$ cat config.mk
export PLATFORM = sky130hd
export DESIGN_NAME = conversion_sequencer
export DESIGN_NICKNAME = d
export VERILOG_FILES = /design/src/rtl/ieee754_pkg.sv /design/src/rtl/conv_watchdog.sv /design/src/rtl/conversion_sequencer.sv
export SDC_FILE = /design/constraint.sdc
export NUM_CORES = 1
export LEC_CHECK = 0
export ABC_CLOCK_PERIOD_IN_PS = 4200
export CORE_MARGIN = 4
export CORE_UTILIZATION = 35
export CTS_BUF_LIST = sky130_fd_sc_hd__clkbuf_8
export DETAILED_ROUTE_END_ITERATION = 10
export DONT_BUFFER_PORTS = 1
export SLEW_MARGIN = 20
export SYNTH_ARGS = -nofsm -noshare
export SYNTH_HDL_FRONTEND = slang
export SYNTH_HIERARCHICAL = 1
export SYNTH_SLANG_ARGS = --single-unit
$ cat constraint.sdc
create_clock -name clk -period 4.2 [get_ports clk]
set_clock_uncertainty 0.2 [all_clocks]
set_input_delay 0.42 -clock clk [delete_from_list [all_inputs] [get_ports clk]]
set_output_delay 0.42 -clock clk [all_outputs]
set_load 0.05 [all_outputs]
$ cat src/rtl/ieee754_pkg.sv
// Shared types and constants for the front-panel IEEE754 conversion path.
package ieee754_pkg;

  localparam int RESULT_W = 16;

  localparam logic [7:0] MASK_NONE   = 8'h00;
  localparam logic [7:0] MASK_RESULT = 8'h0F;

  typedef enum logic [1:0] {
    ST_ENTRY = 2'd0,
    ST_BUSY  = 2'd1,
    ST_SHOW  = 2'd2,
    ST_FAULT = 2'd3
  } seq_state_t;

  // Lowest n digits enabled; saturates at all eight digits.
  function automatic logic [7:0] digit_mask(input int n);
    logic [7:0] m;
    m = MASK_NONE;
    for (int i = 0; i < 8; i++) begin
      if (i < n) m[i] = 1'b1;
    end
    return m;
  endfunction

endpackage

$ cat src/rtl/conv_watchdog.sv
// Clearable, enabled cycle counter; expired_o is high once TIMEOUT-1 cycles have been counted.
// Counter saturates at TIMEOUT-1; no backpressure.
module conv_watchdog #(
  parameter int TIMEOUT = 1024
) (
  input  logic clk,
  input  logic rst_n,
  input  logic clr_i,
  input  logic en_i,
  output logic expired_o
);

  localparam int              CW   = $clog2(TIMEOUT);
  localparam logic [CW-1:0]   LAST = CW'(TIMEOUT - 1);

  logic [CW-1:0] cnt_q, cnt_d;

  always_comb begin
    cnt_d = cnt_q;
    if (clr_i) begin
      cnt_d = '0;
    end else if (en_i && (cnt_q != LAST)) begin
      cnt_d = cnt_q + CW'(1);
    end
  end

  always_ff @(posedge clk or negedge rst_n) begin
    if (!rst_n) begin
      cnt_q <= '0;
    end else begin
      cnt_q <= cnt_d;
    end
  end

  assign expired_o = (cnt_q == LAST);

endmodule

$ cat src/rtl/conversion_sequencer.sv
// Builds the operand from switch nibbles, issues/supervises one conversion and drives the 7-seg display word.
// All outputs registered (1-cycle latency from sampled input); pulse inputs, no backpressure.
module conversion_sequencer
  import ieee754_pkg::*;
#(
  parameter int DIGITS  = 4,
  parameter int TIMEOUT = 1024
) (
  input  logic                  clk,
  input  logic                  rst_n,
  input  logic                  clr,
  input  logic                  enter,
  input  logic                  confirm,
  input  logic [3:0]            switches,
  output logic                  conv_req,
  output logic                  conv_abort,
  output logic [4*DIGITS-1:0]   conv_data,
  input  logic                  conv_done,
  input  logic [RESULT_W-1:0]   conv_result,
  input  logic                  conv_error,
  output logic [31:0]           show,
  output logic [7:0]            mask,
  output logic                  error
);

  localparam int              OPW        = 4 * DIGITS;
  localparam int              CNTW       = $clog2(DIGITS + 1);
  localparam logic [CNTW-1:0] COUNT_FULL = CNTW'(DIGITS);

  seq_state_t          state_q, state_d;
  logic [OPW-1:0]      operand_q, operand_d;
  logic [CNTW-1:0]     count_q, count_d;
  logic [RESULT_W-1:0] result_q, result_d;
  logic                req_q, req_d;
  logic                abort_q;
  logic [31:0]         show_q, show_d;
  logic [7:0]          mask_q, mask_d;
  logic                error_q, error_d;
  logic                wd_clr, wd_en, wd_expired;

  conv_watchdog #(
    .TIMEOUT (TIMEOUT)
  ) u_watchdog (
    .clk       (clk),
    .rst_n     (rst_n),
    .clr_i     (wd_clr),
    .en_i      (wd_en),
    .expired_o (wd_expired)
  );

  assign wd_en = (state_q == ST_BUSY);

  always_comb begin
    state_d   = state_q;
    operand_d = operand_q;
    count_d   = count_q;
    result_d  = result_q;
    req_d     = 1'b0;
    wd_clr    = 1'b0;

    if (clr) begin
      state_d   = ST_ENTRY;
      operand_d = '0;
      count_d   = '0;
      result_d  = '0;
      wd_clr    = 1'b1;
    end else begin
      unique case (state_q)
        ST_ENTRY: begin
          // confirm takes priority; a nibble entered in the same cycle is dropped
          if (confirm) begin
            if (count_q != '0) begin
              req_d   = 1'b1;
              wd_clr  = 1'b1;
              state_d = ST_BUSY;
            end
          end else if (enter && (count_q != COUNT_FULL)) begin
            operand_d = OPW'({operand_q, switches});
            count_d   = count_q + CNTW'(1);
          end
        end
        ST_BUSY: begin
          if (conv_error) begin
            state_d = ST_FAULT;
          end else if (conv_done) begin
            result_d = conv_result;
            state_d  = ST_SHOW;
          end else if (wd_expired) begin
            state_d = ST_FAULT;
          end
        end
        ST_SHOW:  state_d = ST_SHOW;
        ST_FAULT: state_d = ST_FAULT;
        default:  state_d = ST_ENTRY;
      endcase
    end
  end

  // Display is derived from next-state values so it lands with the state change.
  always_comb begin
    show_d  = '0;
    mask_d  = MASK_NONE;
    error_d = 1'b0;
    unique case (state_d)
      ST_ENTRY, ST_BUSY: begin
        show_d = 32'(operand_d);
        mask_d = digit_mask(int'(count_d));
      end
      ST_SHOW: begin
        show_d = 32'(result_d);
        mask_d = MASK_RESULT;
      end
      ST_FAULT: begin
        error_d = 1'b1;
      end
      default: begin
        show_d = '0;
      end
    endcase
  end

  always_ff @(posedge clk or negedge rst_n) begin
    if (!rst_n) begin
      state_q   <= ST_ENTRY;
      operand_q <= '0;
      count_q   <= '0;
      result_q  <= '0;
      req_q     <= 1'b0;
      abort_q   <= 1'b0;
      show_q    <= '0;
      mask_q    <= MASK_NONE;
      error_q   <= 1'b0;
    end else begin
      state_q   <= state_d;
      operand_q <= operand_d;
      count_q   <= count_d;
      result_q  <= result_d;
      req_q     <= req_d;
      abort_q   <= clr;
      show_q    <= show_d;
      mask_q    <= mask_d;
      error_q   <= error_d;
    end
  end

  // Operand only moves in ENTRY, so it doubles as the frozen converter operand.
  assign conv_data  = operand_q;
  assign conv_req   = req_q;
  assign conv_abort = abort_q;
  assign show       = show_q;
  assign mask       = mask_q;
  assign error      = error_q;

endmodule

==> results of run 1 <==
==> logic make-up (layout without fill, tap and decap cells) <==
logic type                 after synthesis  in the layout  share of synthesized area [%]
other                                    1             17                          0.113
and+or+nand+nor                         98             98                           14.6
adders and majority gates                3              3                           1.13
AOI/OAI and AO/OA                       60             60                           14.3
muxes                                   18             18                           5.43
buffers and inverters                   58             45                           8.90
DFF                                     73             73                           55.0
xor gates and xnor gates                 2              2                          0.528
==> worst min path at each step <==
stage / slack, ps / cells after the start / endpoint
3_5_place_dp: -70 / 0 / mask[6]
6_report: 30 / 2 / conv_req
4_1_cts: 0.02 / 2 / result_q[9]
2_1_floorplan: -80 / 0 / conv_abort
3_3_place_gp: -70 / 0 / mask[5]
5_1_grt: 0.9 / 2 / result_q[5]
==> timing repair <==
action                                  4_1_cts  5_1_grt
hold endpoints to repair                    108        0
endpoints found under the setup margin        0        0
hold buffers                                  3        0
==> flip-flops by register name, summed over array words and instances (netlist names) <==
| register | count |
|---|---|
| u_watchdog/cnt_q | 10 |
| state_q | 2 |
| conv_data | 16 |
| result_q | 16 |
| conv_req | 1 |
| error | 1 |
| count_q | 3 |
| mask | 7 |
| show | 16 |
| conv_abort | 1 |
==> worst register-to-register path: cells and delay by family (launching register included) <==
kind / cells / cell delay [ps]
buf+inv: 1 / 290
flops: 1 / 400
fa+ha+maj: 1 / 180
compound gates: 3 / 640
simple gates: 3 / 1020
==> layout make-up <==
| class | instances | area [um2] | share of cell area (%) |
|---|---|---|---|
| clock inverters | 7 | 70.1 | 1.95 |
| repair buffers | 4 | 65.1 | 1.81 |
| well taps | 129 | 161 | 4.48 |
| flip-flops and latches | 73 | 1830 | 50.7 |
| inverters | 25 | 93.8 | 2.61 |
| multi-input cells | 198 | 1260 | 35.0 |
| clock buffers | 9 | 124 | 3.44 |
==> report_power, final <==
part           total [mW]  internal, mW  leakage, nW  switching, mW
Combinational       0.125        0.0315        0.671         0.0939
Sequential          0.768         0.717         1.01         0.0514
Clock               0.543         0.274       0.0994          0.269
Total                1.44          1.02         1.78          0.414
==> through the flow <==
step	instances	instance area, um2	utilization, %
2_1_floorplan	329	3380	-
3_3_place_gp	426	3350	36.3
3_5_place_dp	426	3350	36.3
4_1_cts	445	3600	39.0
5_1_grt	445	3600	39.0
6_report	445	3600	39.0
==> per-layer routing <==
layer	vias to the layer above	track usage, %
met5	-	0
met4	0	3.66
met3	9	8.33
met2	75	22.4
met1	1071	17.7
li1	1047	-
==> placed cells by master (no fill, tap or decap), types with 3 or more instances in the layout <==
master	n
dfrtp_1	73
nand2_1	40
nor2_1	26
inv_1	25
mux2i_1	18
conb_1	17
a21o_1	16
o32ai_1	16
clkbuf_8	9
a21oi_1	6
nand3_1	5
nor3_1	4
o21ai_1	3
o211ai_1	3
ha_1	3
clkinv_2	3
o21ai_0	3
or4_1	3
==> summary.txt, run 1 <==
Floorplan
  • Die H: 105 um
  • Num ports: 86
  • Initial Util: 35.9%
  • Core area: 9240 um2
  • Die ar.: 11,100 um2
  • Core Rows: 35
  • Die X-Extent: 105 um

Detailed routing
  • Pre-antenna DRT Iters: 4
  • Highest routed metal layer: met4
  • Vias: 2,202
  • Met1 WL: 3190 um
  • Via/cell ratio: 4.95
  • DRC: 0
  • Met3 wire len: 799 um
  • 1st-iter DRT viols: 96
  • Final WL: 7700 um
  • DRT antenna net count: 0
  • Avg WL per Cell: 17.3 um
  • Met2 Wirelength: 3610 um

Critical path
  • Startpoint types: flip-flop
  • Crit Path Class: flip-flop to flip-flop
  • Critical path arrival: 2850 ps
  • Critical R2R Launch: u_watchdog/cnt_q[0]
  • Worst setup startpoint: u_watchdog/cnt_q[0]
  • R2r setup slk: 1370 ps
  • Crit path to: show[2]
  • Worst path cell trace: ha_1, nand3_1, nor3_1, o31ai_1, a21oi_2, buf_4, nand2_1, o32ai_1
  • CP max stage cell: nand2_1
  • Reg2reg path depth: 8
  • Worst setup EP type: flip-flop
  • Critical Path Fanout Max: 23
  • CP delay by family, top: simple AND/OR/NAND/NOR gates
  • Levels on crit path: 8
  • CP max stage delay: 510 ps
  • Crit path buf inv count: 1
  • Critical path required time: 4230 ps
  • Reg-to-reg endpoint: show[2]

Min path
  • Worst hold path class: primary input to flip-flop
  • Hold_sp: confirm

Clocking
  • Worst-Skew Late Latency: 340 ps
  • TritonCTS Buffers: 9
  • CTS tree: done
  • CTS max path bufs: 2
  • Clock H-tree levels: 3
  • CTS resizes: 0
  • Post-CTS setup buffer count: 0
  • # clock sinks: 73
  • Worst-path clk slew: 80 ps
  • Clock Root Buffer: clkbuf_8

Yosys
  • Synth unique cells: 48
  • Synth top area cells: dfrtp_1, mux2i_1, nand2_1
  • Post-synth top flop: dfrtp_1
  • Synthesized area per cell: 10.6 um2
  • Most common cell in the synthesized netlist: dfrtp_1
  • Post-Synthesis Cell Area: 3320 um2
  • Synth area leader: dfrtp_1
  • Most frequent cells after synthesis: dfrtp_1, nand2_1, nor2_1, inv_1, mux2i_1
  • Post-synth top area share: 55.0%
  • Synthesis warning total: 6
  • Cells after Synth: 313
  • EDFF count, synth: 0
  • Sequential element share of the synthesized area: 55.0%
  • Seq cells post-synth: 73
  • FFs w/ async S/R, synth: 100%

Power
  • Cell Pwr Density: 399 nW/um2
  • Leak Pwr: 1.78 nW
  • Tot Pwr: 1.44 mW
  • Worst VDD drop: 0.180 mV

GRT
  • Vias in the first global route: 2,289
  • All-Layer GR Usage: 14.6%
  • Initial antenna violation count: 0
  • GRT overflow: 0
  • Pin count of the biggest net entering global routing: 74
  • First-pass GRT wire length: 12,600 um

Timing
  • Worst Hold Slack: 27.4 ps
  • Setup TNS: 0 ps
  • Final hold violation count: 0
  • Min Tclk post-route: 2830 ps
  • RSZ-0062 raised after global routing: no
  • Max-slew headroom: 41.7%
  • Setup Viol. Count Final: 0
  • F_max: 0.354 GHz
  • Slew Limit Fails: 0
  • Final setup margin: 1370 ps
  • Final worst path period share: 67.3%
  • Worst-margin pin slew: 869 ps

Placed design
  • RePlAce Congestion: 0.782
  • Post-DP HPWL: 4940 um
  • Post-Place Setup Slack: 1400 ps
  • Port-buffer cells: 0

Run status
  • Status: completed

Cells and area
  • N_diodes: 0
  • Area growth syn-to-layout: 8.52%
  • Fillers: 897
  • Layout net count: 341
  • Share of cells above drive strength 1: 8.54%

Job
  • MaxCap Viol Count: 0
No activity file was read; power rests on OpenSTA's default activity.
==> inputs of run 2 (changes only) <==
--- a/config.mk
+++ b/config.mk
@@ -5,7 +5,8 @@
 export SDC_FILE = /design/constraint.sdc
 export NUM_CORES = 1
 export LEC_CHECK = 0
-export ABC_CLOCK_PERIOD_IN_PS = 4200
+export ABC_AREA = 1
+export ABC_CLOCK_PERIOD_IN_PS = 2500
 export CORE_MARGIN = 4
 export CORE_UTILIZATION = 35
 export CTS_BUF_LIST = sky130_fd_sc_hd__clkbuf_8
==> constraint.sdc (replaced) <==
create_clock -name clk -period 2.5 [get_ports clk]
set_clock_uncertainty 0.2 [all_clocks]
set_input_delay 0.25 -clock clk [delete_from_list [all_inputs] [get_ports clk]]
set_output_delay 0.25 -clock clk [all_outputs]
set_load 0.05 [all_outputs]
==> run 2 against run 1 <==
Clock-buffer cell count grew 2. Sequential cell count is the same. Worst setup slack lost 1100 ps. Largest cell class unchanged.
==> summary.txt, run 2 <==
GRT
  • Vias in the first global route: 2,518
  • GRT overflow: 0
  • Initial antenna violation count: 0
  • All-Layer GR Usage: 14.7%
  • First-pass GRT wire length: 13,200 um
  • Pin count of the biggest net entering global routing: 74

Yosys
  • Seq cells post-synth: 73
  • Synthesis warning total: 6
  • FFs w/ async S/R, synth: 100%
  • Synth top area cells: dfrtp_1, nand2_1, inv_1
  • Synth unique cells: 33
  • Most frequent cells after synthesis: nand2_1, dfrtp_1, inv_1, nand3_1, nor2_1
  • Synthesized area per cell: 8.70 um2
  • Cells after Synth: 413
  • Sequential element share of the synthesized area: 50.9%
  • Synth area leader: dfrtp_1
  • Post-synth top area share: 50.9%
  • EDFF count, synth: 0
  • Most common cell in the synthesized netlist: nand2_1
  • Post-synth top flop: dfrtp_1
  • Post-Synthesis Cell Area: 3590 um2

Detailed routing
  • Final WL: 8270 um
  • Highest routed metal layer: met4
  • Met1 WL: 3850 um
  • Met3 wire len: 525 um
  • Met2 Wirelength: 3570 um
  • Avg WL per Cell: 14.4 um
  • Via/cell ratio: 4.49
  • DRT antenna net count: 0
  • 1st-iter DRT viols: 166
  • Vias: 2,579
  • Pre-antenna DRT Iters: 4
  • DRC: 0

Clocking
  • CTS tree: done
  • Worst-path clk slew: 70 ps
  • Post-CTS setup buffer count: 0
  • Clock H-tree levels: 3
  • # hold bufs at CTS: 25
  • CTS max path bufs: 2
  • # clock sinks: 73
  • Clock Root Buffer: clkbuf_8
  • CTS resizes: 0
  • Worst-Skew Late Latency: 340 ps
  • TritonCTS Buffers: 9

Timing
  • RSZ-0062 raised after global routing: no
  • Final setup margin: 260 ps
  • Max-slew headroom: 59.7%
  • Worst-margin pin slew: 604 ps
  • Setup Viol. Count Final: 0
  • Setup TNS: 0 ps
  • Final hold violation count: 0
  • F_max: 0.446 GHz
  • Final worst path period share: 89.6%
  • Min Tclk post-route: 2240 ps
  • Slew Limit Fails: 0

Critical path
  • Critical Path Fanout Max: 17
  • Worst path cell trace: ha_1, nand2_2, nor2_4, nand3_1, nor2_1, nor2_1, nand2_1, nand3_2, nor2_4, inv_1, nand3_1
  • Startpoint types: flip-flop
  • Critical path arrival: 2320 ps
  • CP max stage delay: 400 ps
  • Worst setup EP type: flip-flop
  • Crit Path Class: flip-flop to flip-flop
  • CP max stage cell: dfrtp_1
  • Critical path required time: 2580 ps

Power
  • Worst VDD drop: 0.302 mV
  • Cell Pwr Density: 683 nW/um2
  • Leak Pwr: 2.27 nW

Cells and area
  • Most common cell after layout, fill and taps aside: nand2_1
  • Commonest cells after routing, fill and taps aside: nand2_1, dfrtp_1, inv_1
  • Share of cells above drive strength 1: 11.5%
  • Final core utilization: 41.3%
  • Layout net count: 467
  • N_diodes: 0
  • Area growth syn-to-layout: 13.5%

Floorplan
  • Die H: 109 um
  • Die X-Extent: 109 um
  • Die ar.: 11,900 um2
  • Core Rows: 36
  • Num ports: 86
  • Initial Util: 36.4%
  • Core area: 9860 um2

Run status
  • Status: completed

Placed design
  • Post-DP HPWL: 5770 um
  • Port-buffer cells: 0
  • RePlAce Congestion: 0.779
  • Post-Place Setup Slack: 256 ps

Job
  • MaxCap Viol Count: 0

Min path
  • Worst hold path class: primary input to flip-flop
==> run 2: cell count changes after synthesis, moves of 12 or more <==
cell,before,now
inv_1,25,56
a21o_1,16,0
o32ai_1,16,0
o211a_1,0,15
mux2i_1,18,0
nand3_1,5,25
a21oi_2,0,12
nand2_1,40,133
==> run 2: final timing paths <==
check                      cells after the start                 from       endpoint  slack, ps
max                                           11  u_watchdog/cnt_q[1]        mask[0]        260
min                                            6           conv_error     state_q[0]         70
max reg2reg                                   11  u_watchdog/cnt_q[1]        mask[0]        260
min reg2reg                                    2         result_q[15]   result_q[15]        330
max in group asynchronous                      2                rst_n  conv_data[15]       1540
min in group asynchronous                      2                rst_n        mask[6]        240
==> run 2: through the flow <==
stage	std cells	instance area, um2	hold WS [ps]	total power [mW]
after floorplan	429	3650	-246	1.77
after detailed placement	534	3600	-244	1.80
after global routing	575	4080	110	2.92
after global placement	534	3600	-243	1.79
after CTS	575	4080	52.0	2.83
final	575	4080	70.4	2.78
==> run 2: cell families after synthesis <==
group | synth area share [%]
AOI/OAI and AO/OA | 8.29
xor gates and xnor gates | 0.244
adders and majority gates | 1.05
buffers and inverters | 12.9
DFF | 50.9
other | 0.104
and+or+nand+nor | 26.5
==> run 2: power breakdown <==
group | total [mW] | internal [mW] | switching, mW
Sequential | 1.48 | 1.24 | 0.239
Clock | 0.948 | 0.512 | 0.436
Combinational | 0.355 | 0.102 | 0.252
==> run 2: routing by layer <==
layer  vias to the layer above  global-route usage [%]
met2                        80                    20.9
met4                         0                    9.35
met1                      1181                    20.0
met5                         -                       0
met3                        22                    3.70
li1                       1296                       -
==> run 2: critical path, delay by kind of cell, from the launching register on <==
kind / cells / cell delay [ps]
adder cells (fa/ha/maj): 1 / 200
AND/OR/NAND/NOR: 9 / 1210
flip-flops: 1 / 400
buffers and inverters: 1 / 160
==> run 2: layout make-up <==
cell class,instances,area [um2]
inverter,58,218
clock inverter,5,55.1
clock buffer,11,151
fill,984,5790
sequential,73,1830
multi-input combinational,266,1360
tap,133,166
timing repair buffer,29,298
